File: config.mk
export PLATFORM = sky130hd
export DESIGN_NAME = pbit_state_tally
export DESIGN_NICKNAME = d
export VERILOG_FILES = /design/src/rtl/pbit_state_tally.sv
export SDC_FILE = /design/constraint.sdc
export NUM_CORES = 1
export LEC_CHECK = 0
export ABC_AREA = 1
export CAP_MARGIN = 20
export CORE_MARGIN = 3
export CORE_UTILIZATION = 50
export DETAILED_ROUTE_END_ITERATION = 7
export PLACE_DENSITY = 0.71
export RECOVER_POWER = 100
export SETUP_SLACK_MARGIN = 0.2
export SKIP_CTS_REPAIR_TIMING = 1
export SYNTH_ARGS = -nofsm -noshare
export SYNTH_HDL_FRONTEND = slang
export SYNTH_SLANG_ARGS = --single-unit
File: constraint.sdc
create_clock -name clk -period 3.1 [get_ports clk]
set_input_delay 0.775 -clock clk [delete_from_list [all_inputs] [get_ports clk]]
set_output_delay 0.775 -clock clk [all_outputs]
set_load 0.005 [all_outputs]
File: src/rtl/pbit_state_tally.sv
// Tallies ones per p-bit over a power-of-two window after an optional burn-in.
// Reports per-bit counts and a strict-majority vector with a one-cycle done pulse.
module pbit_state_tally #(
    parameter int N_BITS       = 5,
    parameter int BURN_IN      = 16,
    parameter int LOG2_SAMPLES = 10
) (
    input  logic                                  clk,
    input  logic                                  reset,
    input  logic                                  start,
    input  logic                                  sample_en,
    input  logic [N_BITS-1:0]                     p_bits,
    output logic                                  busy,
    output logic                                  done,
    output logic [N_BITS*(LOG2_SAMPLES+1)-1:0]    counts,
    output logic [N_BITS-1:0]                     majority
);

    localparam int CNT_W  = LOG2_SAMPLES + 1;
    localparam int BURN_W = (BURN_IN > 1) ? $clog2(BURN_IN) : 1;

    localparam logic [BURN_W-1:0] BURN_LAST = BURN_W'((BURN_IN > 0) ? (BURN_IN - 1) : 0);
    localparam logic [CNT_W-1:0]  SMP_LAST  = CNT_W'((2 ** LOG2_SAMPLES) - 1);
    localparam logic [CNT_W-1:0]  HALF      = CNT_W'(2 ** (LOG2_SAMPLES - 1));

    typedef enum logic [1:0] {
        S_IDLE,
        S_BURN,
        S_SAMPLE,
        S_REPORT
    } state_t;

    state_t                      state_q;
    logic [BURN_W-1:0]           burn_cnt_q;
    logic [CNT_W-1:0]            smp_cnt_q;
    logic [CNT_W-1:0]            acc_q [N_BITS];
    logic [CNT_W-1:0]            acc_d [N_BITS];
    logic [N_BITS*CNT_W-1:0]     counts_q;
    logic [N_BITS*CNT_W-1:0]     counts_d;
    logic [N_BITS-1:0]           maj_q;
    logic [N_BITS-1:0]           maj_d;
    logic                        busy_q;
    logic                        done_q;
    logic                        last_smp;

    assign last_smp = (smp_cnt_q == SMP_LAST);

    // Accumulators with the current sample folded in; on the final sample these
    // are the results, so counts/majority can be registered on that same edge.
    always_comb begin
        for (int i = 0; i < N_BITS; i++) begin
            acc_d[i]                    = acc_q[i] + CNT_W'(p_bits[i]);
            counts_d[i*CNT_W +: CNT_W]  = acc_d[i];
            maj_d[i]                    = (acc_d[i] > HALF);
        end
    end

    always_ff @(posedge clk) begin
        if (reset) begin
            state_q    <= S_IDLE;
            busy_q     <= 1'b0;
            done_q     <= 1'b0;
            counts_q   <= '0;
            maj_q      <= '0;
            burn_cnt_q <= '0;
            smp_cnt_q  <= '0;
            for (int i = 0; i < N_BITS; i++) begin
                acc_q[i] <= '0;
            end
        end else begin
            done_q <= 1'b0;
            case (state_q)
                S_IDLE: begin
                    if (start) begin
                        burn_cnt_q <= '0;
                        smp_cnt_q  <= '0;
                        for (int i = 0; i < N_BITS; i++) begin
                            acc_q[i] <= '0;
                        end
                        busy_q  <= 1'b1;
                        state_q <= (BURN_IN == 0) ? S_SAMPLE : S_BURN;
                    end
                end
                S_BURN: begin
                    if (sample_en) begin
                        if (burn_cnt_q == BURN_LAST) begin
                            state_q <= S_SAMPLE;
                        end else begin
                            burn_cnt_q <= burn_cnt_q + BURN_W'(1);
                        end
                    end
                end
                S_SAMPLE: begin
                    if (sample_en) begin
                        for (int i = 0; i < N_BITS; i++) begin
                            acc_q[i] <= acc_d[i];
                        end
                        smp_cnt_q <= smp_cnt_q + CNT_W'(1);
                        if (last_smp) begin
                            state_q  <= S_REPORT;
                            busy_q   <= 1'b0;
                            done_q   <= 1'b1;
                            counts_q <= counts_d;
                            maj_q    <= maj_d;
                        end
                    end
                end
                S_REPORT: begin
                    state_q <= S_IDLE;
                end
                default: begin
                    state_q <= S_IDLE;
                    busy_q  <= 1'b0;
                end
            endcase
        end
    end

    assign busy     = busy_q;
    assign done     = done_q;
    assign counts   = counts_q;
    assign majority = maj_q;

endmodule

==> flow_metrics.env <==
export IMPL_antenna_found_initial=0
export IMPL_vias_per_cell=5.14
export IMPL_numPortBuffers=70
export IMPL_worstPathCellList="dlygate4sd3_1 -> nand2_1 -> nor2_8 -> inv_1 -> nor2_1 -> nand2_1 -> a21oi_1"
export IMPL_setup_violations=0
export IMPL_place_congestion=0.894
export IMPL_clk_latency_ns=0.42
export IMPL_slew_headroom_pct=47.4
export IMPL_start_util_pct=51.9
export IMPL_power_density_mw_per_mm2=686
export IMPL_r2r_end="majority[0]$_SDFFE_PP0P_"
export IMPL_r2r_cells=11
export IMPL_multi_input_area_mm2=0.00259
export IMPL_cts_sinks=134
export IMPL_gr_total_overflow=0
export IMPL_worstPathArrival_ns=2.88
export IMPL_power_total_mw=5.37
export IMPL_grt_max_degree=56
export IMPL_htreeDepth=4
export IMPL_final_cell_mix="180 x nand2_1, 127 x nor2_1, 95 x inv_1, 79 x dfxtp_1, 74 x a21oi_1"
export IMPL_crit_type="in -> reg"
export IMPL_synth_seq_cells=134
export IMPL_slew_violations=0
export IMPL_grt_pass1_wl_um=24800
export IMPL_crit_path_max_incr_delay_ns=0.59
export IMPL_max_freq_ghz=0.396
export IMPL_hold_class="reg -> reg"
export IMPL_worstPathRequired_ns=3.45
export IMPL_hp_start="counts[53]$_SDFFE_PP0P_"
export IMPL_syn_nets=827
export IMPL_hold_path_cell_count=2
export IMPL_cpMostUsedCell="nand2_1"
export IMPL_ant_nets=0
export IMPL_core_area_mm2=0.0122
export IMPL_final_min_period_over_clock_period_pct=81.5
export IMPL_yosysSeqAreaShare_pct=51.0
export IMPL_final_common_cell="nand2_1"
export IMPL_rsz0062_at_grt="no"
export IMPL_seqCellArea_mm2=0.00323
export IMPL_drv_cap=0
export IMPL_power_leakage_nw=3.49
export IMPL_hold_end="counts[53]$_SDFFE_PP0P_"
export IMPL_drive_gt1_share_pct=4.93
export IMPL_dp_hpwl_um=9990
export IMPL_cts_buffers_inserted=17
export IMPL_n_fill_cell=1070
export IMPL_area_delta_synth_final_pct=23.6
export IMPL_post_drt_wl_per_cell_um=13.7
export IMPL_track_usage_pct=21.8
export IMPL_cp_end_kind="register"
export IMPL_path_clk_slew_ns=0.05
export IMPL_fp_dieW_um=119
export IMPL_crit_fanout=27
export IMPL_period_needed_ns=2.53
export IMPL_rows=40
export IMPL_netlist_area_mm2=0.00633
export IMPL_vias=5452
export IMPL_cts_root_buf="clkbuf_16"
export IMPL_worst_r2r_startpoint="smp_cnt_q[0]$_SDFFE_PP0P_"
export IMPL_antenna_cells=0
export IMPL_dieArea_mm2=0.0141
export IMPL_critical_path_slowest_cell="dlygate4sd3_1"
export IMPL_worstSetupStartpoint="sample_en"
export IMPL_setup_tns_ns=0
export IMPL_first_pass_iters=5
export IMPL_final_nets=903
export IMPL_fin_skew_ns=0.00695
export IMPL_timing_final_hold_violations=0
export IMPL_status="finished, final reports clean"
export IMPL_rrSetupSlack_ns=0.76
export IMPL_synthCells=803
export IMPL_io_pins=71
export IMPL_clock_path_buffers=2
export IMPL_drt_wl_total_um=14500
export IMPL_syn_area_per_cell_um2=7.89
export IMPL_ir_worst_vdd_uv=377
export IMPL_drcViolationCount=0
export IMPL_cts_tree="done"
export IMPL_drt_iter0_markers=395
export IMPL_grt_pass1_vias=5255
export IMPL_synth_warnings=0
export IMPL_startpoint_type="input port"
export IMPL_die_y_um=119
export IMPL_worst_pin_slew_ns=0.789
export IMPL_synth_distinct_cells=34
==> where the power goes <==
part | total [mW] | switching, mW | internal (mW)
Sequential | 2.26 | 0.167 | 2.09
Clock | 2.25 | 0.716 | 1.54
Combinational | 0.859 | 0.605 | 0.254
Total | 5.37 | 1.49 | 3.88
==> cell usage after synthesis, drive strengths merged <==
library cell  instances  area share [%]
buf                  13             1.3
and3                  2            0.20
o21ai                59             4.7
nand2               182              11
a31o                  1            0.14
ha                   15             3.0
nand3                44             3.6
nor2b                 1           0.099
or2                   1           0.099
dfxtp                79              25
inv                  96             5.7
nor2                130             8.2
a21oi                74             5.8
nand3b                3            0.36
o21bai                2            0.24
a31oi                 2            0.20
clkbuf               10            0.59
nor3                  9            0.71
xor2                  8             1.1
nand4                10            0.99
edfxtp               55              26
a211oi                5            0.59
clkinv                1           0.059
o21a                  1            0.12
==> how the worst max path moves through the flow <==
stage	cells after the start	end	slack, ns
finish	7	majority[0]$_SDFFE_PP0P_	0.57
global route	5	acc_q[0][32]$_SDFFCE_PN0P_	0.38
CTS	12	majority[2]$_SDFFE_PP0P_	0.81
detailed placement	12	majority[3]$_SDFFE_PP0P_	0.39
global placement	12	majority[2]$_SDFFE_PP0P_	0.47
floorplan	4	acc_q[0][0]$_SDFFCE_PN0P_	0.49
==> per-stage QoR <==
step / setup slack [ns] / area [µm²] / std cells / utilization, % / hold WS (ns)
floorplan: 0.488 / 6340 / 803 / - / 0.437
global placement: 0.472 / 7220 / 1028 / 59.1 / 0.444
detailed placement: 0.387 / 7220 / 1028 / 59.1 / 0.457
CTS: 0.809 / 7890 / 1060 / 64.6 / 0.466
global route: 0.378 / 7830 / 1060 / 64.1 / 0.481
finish: 0.574 / 7830 / 1060 / 64.1 / 0.460
==> cell type report <==
cell class | instances | share of cell area [%]
Sequential cell | 134 | 41.3
Multi-Input combinational cell | 549 | 33.1
Timing Repair Buffer | 80 | 9.70
Clock buffer | 24 | 6.42
Inverter | 97 | 4.65
Tap cell | 168 | 2.68
Clock inverter | 8 | 2.13
==> worst max-delay path, delay by kind of cell <==
kind	cells	cell delay, ns
buffers and inverters	2	1.02
AND/OR/NAND/NOR	4	0.96
AO/OA/AOI/OAI	1	0.11
==> state kept, by name, summed over array words and instances (netlist names) <==
register and cells:
done 1, busy 1, counts 55, burn_cnt_q 4, smp_cnt_q 11, acc_q 55, majority 5, state_q 2
==> per-layer routing <==
metal  track usage, %  vias up  wire (µm)
li1                 -     2767          -
met3             5.69       32        665
met4             9.34        0        390
met5                0        -          0
met1             26.9     2515       6510
met2             36.0      138       6970
==> cells by family after synthesis <==
group,synth area share (%)
XOR/XNOR,1.11
adder cells (fa/ha/maj),2.96
AO/OA/AOI/OAI,11.9
AND/OR/NAND/NOR,25.4
buffers and inverters,7.62
flip-flops,51.0
Note: power is estimated with default switching activity, not from simulation.
